**src/rtl/ball_controller_pkg.sv**
```systemverilog
// Shared types and constants for the breakout ball controller.
// Holds the FSM state encoding (3 bit), playfield geometry defaults,
// direction constants and the probe axis selector.
package ball_controller_pkg;

  localparam int COORD_W       = 12;
  localparam int SCREEN_W_DEF  = 800;
  localparam int SCREEN_H_DEF  = 600;
  localparam int BALL_SIZE_DEF = 8;
  localparam int START_X_DEF   = 396;
  localparam int START_Y_DEF   = 500;

  // Direction bits: 1 moves toward larger coordinates.
  localparam logic DIR_POS = 1'b1;
  localparam logic DIR_NEG = 1'b0;

  typedef enum logic [2:0] {
    S_IDLE      = 3'd0,
    S_WAIT_TICK = 3'd1,
    S_PROBE_X   = 3'd2,
    S_SAMPLE_X  = 3'd3,
    S_PROBE_Y   = 3'd4,
    S_SAMPLE_Y  = 3'd5,
    S_UPDATE    = 3'd6,
    S_LOST      = 3'd7
  } state_e;

  typedef enum logic {
    AXIS_X = 1'b0,
    AXIS_Y = 1'b1
  } axis_e;

  // Frame-processing states; the ball is moving through its per-frame sequence.
  function automatic logic state_is_busy(input state_e s);
    return (s == S_PROBE_X) || (s == S_SAMPLE_X) || (s == S_PROBE_Y) ||
           (s == S_SAMPLE_Y) || (s == S_UPDATE);
  endfunction

endpackage

```
**src/rtl/ball_probe_gen.sv**
```systemverilog
// Purpose : picks the playfield point just ahead of the ball's leading edge on one axis.
// Latency : combinational.
// Backpressure: none; caller registers the result when it issues the probe.
// Ports   : xpos/ypos ball top-left, dx/dy direction bits, axis selects which edge,
//           probe_h/probe_v the point handed to the collision detector.
module ball_probe_gen
  import ball_controller_pkg::*;
#(
  parameter int BALL_SIZE = BALL_SIZE_DEF
) (
  input  logic [COORD_W-1:0] xpos,
  input  logic [COORD_W-1:0] ypos,
  input  logic               dx,
  input  logic               dy,
  input  axis_e              axis,
  output logic [COORD_W-1:0] probe_h,
  output logic [COORD_W-1:0] probe_v
);

  localparam logic [COORD_W-1:0] SIZE = COORD_W'(BALL_SIZE);
  localparam logic [COORD_W-1:0] HALF = COORD_W'(BALL_SIZE / 2);
  localparam logic [COORD_W-1:0] ONE  = COORD_W'(1);

  // X probe sits mid-height on the leading vertical edge, Y probe mid-width on
  // the leading horizontal edge. Moving negative probes one pixel outside the
  // ball, so position 0 probes coordinate 4095 (wraps, never a block).
  always_comb begin
    probe_h = '0;
    probe_v = '0;
    if (axis == AXIS_X) begin
      probe_h = dx ? (xpos + SIZE) : (xpos - ONE);
      probe_v = ypos + HALF;
    end else begin
      probe_h = xpos + HALF;
      probe_v = dy ? (ypos + SIZE) : (ypos - ONE);
    end
  end

endmodule

```
**src/rtl/ball_controller.sv**
```systemverilog
// Purpose : owns ball position/direction; per frame probes the collision detector on
//           each axis, reflects on blocks and walls, then moves the ball 1 px per axis.
// Latency : 2*DET_LAT+4 pclk from frame_tick to updated xpos/ypos; ticks arriving
//           while busy are dropped (no queueing, no backpressure to the source).
// Ports   : pclk/rst (sync, active high), start serve pulse, frame_tick per-frame pulse,
//           collision_det from detector; probe_h/probe_v to detector, xpos/ypos ball
//           top-left, ball_lost while waiting for a new serve, busy during a frame.
module ball_controller
  import ball_controller_pkg::*;
#(
  parameter int SCREEN_W  = SCREEN_W_DEF,
  parameter int SCREEN_H  = SCREEN_H_DEF,
  parameter int BALL_SIZE = BALL_SIZE_DEF,
  parameter int START_X   = START_X_DEF,
  parameter int START_Y   = START_Y_DEF,
  parameter int DET_LAT   = 1
) (
  input  logic               pclk,
  input  logic               rst,
  input  logic               start,
  input  logic               frame_tick,
  input  logic               collision_det,
  output logic [COORD_W-1:0] probe_h,
  output logic [COORD_W-1:0] probe_v,
  output logic [COORD_W-1:0] xpos,
  output logic [COORD_W-1:0] ypos,
  output logic               ball_lost,
  output logic               busy
);

  localparam logic [COORD_W-1:0] X_INIT   = COORD_W'(START_X);
  localparam logic [COORD_W-1:0] Y_INIT   = COORD_W'(START_Y);
  localparam logic [COORD_W-1:0] X_MAX    = COORD_W'(SCREEN_W - BALL_SIZE);
  localparam logic [COORD_W-1:0] Y_MAX    = COORD_W'(SCREEN_H - BALL_SIZE);
  localparam logic [COORD_W-1:0] ONE      = COORD_W'(1);
  localparam logic [1:0]         LAT_LAST = 2'(DET_LAT - 1);

  state_e             state_q, state_d;
  logic [COORD_W-1:0] xpos_q, xpos_d;
  logic [COORD_W-1:0] ypos_q, ypos_d;
  logic               dx_q, dx_d;
  logic               dy_q, dy_d;
  logic [1:0]         lat_cnt_q, lat_cnt_d;
  logic               hit_x_q, hit_x_d;
  logic               hit_y_q, hit_y_d;
  logic [COORD_W-1:0] probe_h_q, probe_h_d;
  logic [COORD_W-1:0] probe_v_q, probe_v_d;
  logic               ball_lost_q, ball_lost_d;
  logic               busy_q, busy_d;

  axis_e              pg_axis;
  logic [COORD_W-1:0] pg_h;
  logic [COORD_W-1:0] pg_v;
  logic               lat_last;
  logic               wall_x;
  logic               wall_top;
  logic               at_bottom;
  logic               dx_new;
  logic               dy_new;

  // The probe is registered on entry to PROBE_X/PROBE_Y, so the only time the
  // Y probe is loaded is while leaving SAMPLE_X; every other load is the X probe.
  assign pg_axis = (state_q == S_SAMPLE_X) ? AXIS_Y : AXIS_X;

  ball_probe_gen #(
    .BALL_SIZE (BALL_SIZE)
  ) u_probe_gen (
    .xpos    (xpos_q),
    .ypos    (ypos_q),
    .dx      (dx_q),
    .dy      (dy_q),
    .axis    (pg_axis),
    .probe_h (pg_h),
    .probe_v (pg_v)
  );

  assign lat_last  = (lat_cnt_q == LAT_LAST);
  assign wall_x    = dx_q ? (xpos_q == X_MAX) : (xpos_q == '0);
  assign wall_top  = !dy_q && (ypos_q == '0);
  assign at_bottom = dy_q && (ypos_q == Y_MAX);
  assign dx_new    = dx_q ^ (hit_x_q | wall_x);
  assign dy_new    = dy_q ^ (hit_y_q | wall_top);

  always_comb begin
    state_d     = state_q;
    xpos_d      = xpos_q;
    ypos_d      = ypos_q;
    dx_d        = dx_q;
    dy_d        = dy_q;
    lat_cnt_d   = lat_cnt_q;
    hit_x_d     = hit_x_q;
    hit_y_d     = hit_y_q;
    probe_h_d   = probe_h_q;
    probe_v_d   = probe_v_q;
    ball_lost_d = ball_lost_q;

    case (state_q)
      S_IDLE, S_LOST: begin
        if (start) begin
          xpos_d      = X_INIT;
          ypos_d      = Y_INIT;
          dx_d        = DIR_POS;
          dy_d        = DIR_NEG;
          ball_lost_d = 1'b0;
          state_d     = S_WAIT_TICK;
        end
      end
      S_WAIT_TICK: begin
        if (frame_tick) begin
          probe_h_d = pg_h;
          probe_v_d = pg_v;
          state_d   = S_PROBE_X;
        end
      end
      S_PROBE_X: begin
        lat_cnt_d = '0;
        state_d   = S_SAMPLE_X;
      end
      S_SAMPLE_X: begin
        // Detector output is only meaningful on the final wait cycle.
        if (lat_last) begin
          hit_x_d   = collision_det;
          probe_h_d = pg_h;
          probe_v_d = pg_v;
          state_d   = S_PROBE_Y;
        end else begin
          lat_cnt_d = lat_cnt_q + 2'd1;
        end
      end
      S_PROBE_Y: begin
        lat_cnt_d = '0;
        state_d   = S_SAMPLE_Y;
      end
      S_SAMPLE_Y: begin
        if (lat_last) begin
          hit_y_d   = collision_det;
          probe_h_d = '0;
          probe_v_d = '0;
          state_d   = S_UPDATE;
        end else begin
          lat_cnt_d = lat_cnt_q + 2'd1;
        end
      end
      S_UPDATE: begin
        // Reaching the bottom edge while descending ends the serve in place.
        if (at_bottom) begin
          ball_lost_d = 1'b1;
          state_d     = S_LOST;
        end else begin
          dx_d    = dx_new;
          dy_d    = dy_new;
          xpos_d  = dx_new ? (xpos_q + ONE) : (xpos_q - ONE);
          ypos_d  = dy_new ? (ypos_q + ONE) : (ypos_q - ONE);
          state_d = S_WAIT_TICK;
        end
      end
      default: state_d = S_IDLE;
    endcase

    busy_d = state_is_busy(state_d);
  end

  always_ff @(posedge pclk) begin
    if (rst) begin
      state_q     <= S_IDLE;
      xpos_q      <= X_INIT;
      ypos_q      <= Y_INIT;
      dx_q        <= DIR_POS;
      dy_q        <= DIR_NEG;
      lat_cnt_q   <= '0;
      hit_x_q     <= 1'b0;
      hit_y_q     <= 1'b0;
      probe_h_q   <= '0;
      probe_v_q   <= '0;
      ball_lost_q <= 1'b0;
      busy_q      <= 1'b0;
    end else begin
      state_q     <= state_d;
      xpos_q      <= xpos_d;
      ypos_q      <= ypos_d;
      dx_q        <= dx_d;
      dy_q        <= dy_d;
      lat_cnt_q   <= lat_cnt_d;
      hit_x_q     <= hit_x_d;
      hit_y_q     <= hit_y_d;
      probe_h_q   <= probe_h_d;
      probe_v_q   <= probe_v_d;
      ball_lost_q <= ball_lost_d;
      busy_q      <= busy_d;
    end
  end

  assign probe_h   = probe_h_q;
  assign probe_v   = probe_v_q;
  assign xpos      = xpos_q;
  assign ypos      = ypos_q;
  assign ball_lost = ball_lost_q;
  assign busy      = busy_q;

endmodule

```
**config.mk**
```make
export PLATFORM = sky130hd
export DESIGN_NAME = ball_controller
export DESIGN_NICKNAME = d
export VERILOG_FILES = /design/src/rtl/ball_controller_pkg.sv /design/src/rtl/ball_probe_gen.sv /design/src/rtl/ball_controller.sv
export SDC_FILE = /design/constraint.sdc
export NUM_CORES = 1
export LEC_CHECK = 0
export CORE_AREA = 2 2 93 95
export CTS_CLUSTER_SIZE = 30
export DETAILED_ROUTE_END_ITERATION = 12
export DIE_AREA = 0 0 95 97
export PLACE_DENSITY = 0.74
export SLEW_MARGIN = 15
export SYNTH_ARGS = -nofsm -noshare
export SYNTH_HDL_FRONTEND = slang
export SYNTH_SLANG_ARGS = --single-unit
```
**constraint.sdc**
```tcl
create_clock -name pclk -period 2.1 [get_ports pclk]
set_input_delay 0.315 -clock pclk [delete_from_list [all_inputs] [get_ports pclk]]
set_output_delay 0.315 -clock pclk [all_outputs]
set_load 0.05 [all_outputs]
```
==> run summary <==
Status -> finished, final reports clean
Synth-to-layout area growth -> 35.5%
Critical-path cell with the highest stage delay -> a311o_2
DRC -> 0
Grt total ovfl -> 0
H-tree levels -> 3
Max clock buf depth -> 2
Setup TNS -> 0 ns
Core footprint -> 0.00813 sq mm
Worst r2r dst -> xpos[8]
HP Start -> probe_v[9]
DIE HEIGHT -> 97 um
Least-Margin Pin Slew -> 0.515 ns
Antenna diode count -> 0
Hold Vio Cnt, Final -> 0
Dpl hpwl -> 8.56 mm
Worst vdd ir -> 0.342 mV
CTS root buffer -> clkbuf_8
Reg clk slew, reported paths -> 0.07 ns
Ports -> 55
Top FF cell, synth -> dfxtp_1
Share of the yosys chip area belonging to registers -> 29.4%
Most frequent cells in the layout -> 69 x buf_4, 53 x clkdlybuf4s50_1, 48 x nand2_1, 43 x nor2_1, 38 x dfxtp_1
Rows -> 33
Relative slew slack -> 65.5%
Worst hold path depth -> 2
Synth Area in XOR/XNOR -> 6.76%
Layout Cells excl Fill -> 716
WP buf/inv -> 2
CP Max Fanout -> 5
NetSw -> 0.000732 W
Die Wd -> 95 um
Compound-cell area share of the yosys netlist -> 20.2%
CTS tree -> done
Sequential power share -> 45.3%
Synth Net Count -> 529
Seq cells post-synth -> 59
Simple-gate share of the synthesized area -> 23.5%
Largest net degree at the start of global routing -> 29
Cell family with most CP delay -> compound AO/OA/AOI/OAI gates
Post-layout min period -> 2.10 ns
Internal -> 0.00186 W
Synth warn -> 0
Nets -> 630
Routed vias/inst -> 5.75
LEAKAGE -> 2.03 nW
Crit path launch type -> flop
Critical path data arrival time -> 2.36 ns
Post-CTS Hold Buffers -> 0
Via Count -> 4,115
Routability cong. -> 0.987
Clk Latency, worst-skew pair -> 0.35 ns
PD cells -> 476 mW/mm^2
Hold crit path type -> reg -> reg
Worst path max stage delay -> 0.43 ns
Drt pass-1 iters -> 5
Setup violators final -> 0
Kind of critical path -> reg -> reg
Worst-case reg-to-reg path depth -> 9
Post-route ant nets -> 0
Placed Cells -> 690
# port buffers -> 54
Hold path endpoint -> probe_v[9]
Synth area leaders -> dfxtp_1 29%, ha_1 5.9%, xnor2_1 5.0%
Max frequency -> 477 MHz
GRT Util Overall -> 25.6%
Cell Area, Synth -> 0.00402 sq mm
Layout cells sized above 1 -> 24.9%
Final Cycle Share -> 99.9%
Yosys top cell area share -> 29.4%
Clock Power Share -> 40.0%
Initial Utilization -> 49.4%
Switching share of power -> 28.2%
Total power -> 0.00259 W
Die area -> 0.00922 sq mm
Drt wl/cell -> 16.8 um
Commonest non-fill, non-tap cell in the layout -> buf_4
Mean Syn Cell Area -> 7.96 sq um
Sinks on Clock Net -> 59
WL final -> 12.0 mm
RSZ-0062 raised after global routing -> yes
FF-to-FF setup slack -> 0.002 ns
Count of different cell masters after synthesis -> 62
CTS Buf Count -> 9
Initial antenna violation count -> 0
DRT iter0 DRCs -> 326
Worst R2R Start -> xpos[3]
CP endpoint kind -> flop
Slew Limit Fails -> 0
Adder-Cell Fraction of Synth Area -> 5.92%
Crit-path cells -> inv_4 > ha_4 > nor4b_4 > a311o_2 > o311ai_4 > buf_6 > mux2_4 > and2_4 > o31ai_1
Post-synthesis mux area share -> 6.17%
First-pass GRT wire length -> 18.6 mm
Max_cap viols -> 0
Fin util -> 66.9%
Largest family of logic cells by synthesized area -> simple AND/OR/NAND/NOR gates
Place WS -> -0.0578 ns
Async SR Flop Fraction -> 0%
Area leader, netlist -> dfxtp_1
Combinational power share -> 14.7%
EDFF count, synth -> 0
Vias in the first global route -> 3,747
Clk_skew -> 0.00828 ns
WP data required -> 2.36 ns
Final setup margin -> 0.00155 ns
Syn Inst Count -> 505
## worst register-to-register path: stages (launching register included)
cell      delay [ns]
dfxtp_4         0.37
inv_4           0.04
ha_4            0.15
nor4b_4         0.12
a311o_2         0.43
o311ai_4        0.09
buf_6           0.17
mux2_4          0.30
and2_4          0.13
o31ai_1         0.20
## layer usage
| metal | share of wire [%] | track usage, % | up-vias |
|---|---|---|---|
| met1 | 45 | 35.9 | 1907 |
| met4 | 2.1 | 7.47 | 0 |
| met5 | 0 | 0 | - |
| li1 | - | - | 1999 |
| met2 | 45 | 38.8 | 185 |
| met3 | 7.3 | 6.00 | 24 |
## how the worst max path moves through the flow
stage / depth (start not counted) / to / slack (ns) / from
2_1_floorplan: 9 / ypos[5] / -0.13 / ypos[2]
3_3_place_gp: 8 / xpos[8] / 0.02 / xpos[1]
3_5_place_dp: 9 / xpos[4] / -0.06 / xpos[1]
4_1_cts: 8 / xpos[10] / -0.005 / xpos[1]
5_1_grt: 10 / xpos[11] / -0.05 / xpos[1]
6_report: 9 / xpos[8] / 0.002 / xpos[3]
## state kept, by name (all words and copies together), names as in the netlist
signal,flops
probe_h,12
probe_v,12
xpos,12
ypos,12
state_q,3
lat_cnt_q,2
ball_lost,1
busy,1
dx_q,1
dy_q,1
hit_x_q,1
hit_y_q,1
## cell type report
class | count | area (sq um)
inverter | 27 | 121
multi-input combinational | 384 | 2690
clock inverter | 2 | 35.0
tap | 105 | 131
fill | 645 | 2690
timing repair buffer | 125 | 1080
sequential | 59 | 1230
clock buffer | 14 | 153
## power groups by stage
| stage | sequential, W | combinational (W) | clock, W |
|---|---|---|---|
| after floorplan | 0.00128 | 0.000161 | 0 |
| after global placement | 0.00120 | 0.000371 | 0 |
| after detailed placement | 0.00120 | 0.000374 | 0 |
| after CTS | 0.00117 | 0.000378 | 0.00104 |
| after global routing | 0.00118 | 0.000408 | 0.00110 |
| final | 0.00117 | 0.000382 | 0.00104 |
## through the flow
step	hold WS, ns	area [sq um]
after detailed placement	0.446	5050
after floorplan	0.459	4150
after CTS	0.462	5270
final	0.455	5450
after global routing	0.486	5450
after global placement	0.432	5050
## logic make-up (layout without fill, tap and decap cells)
family,count (synthesis),after routing
simple gates,183,183
compound gates,126,127
buf+inv,63,168
flops,59,59
xor+xnor,31,31
mux,24,24
fa+ha+maj,19,19
## Yosys cell counts, types with 11 or more instances
master,instances
mux2i_1,18
xnor2_1,23
nor3_1,15
a22oi_1,13
nor2_1,44
dfxtp_1,59
nand2_1,48
o21ai_0,36
ha_1,19
inv_1,27
a21oi_1,33
nand3_1,11
clkbuf_1,21
## repair_timing
action                                  4_1_cts  5_1_grt
pin swaps                                     1       13
resized for setup                             2       32
cloned                                        1        0
setup buffers                                 1        9
endpoints found under the setup margin        8       25
No activity file was read; power rests on OpenSTA's default activity.
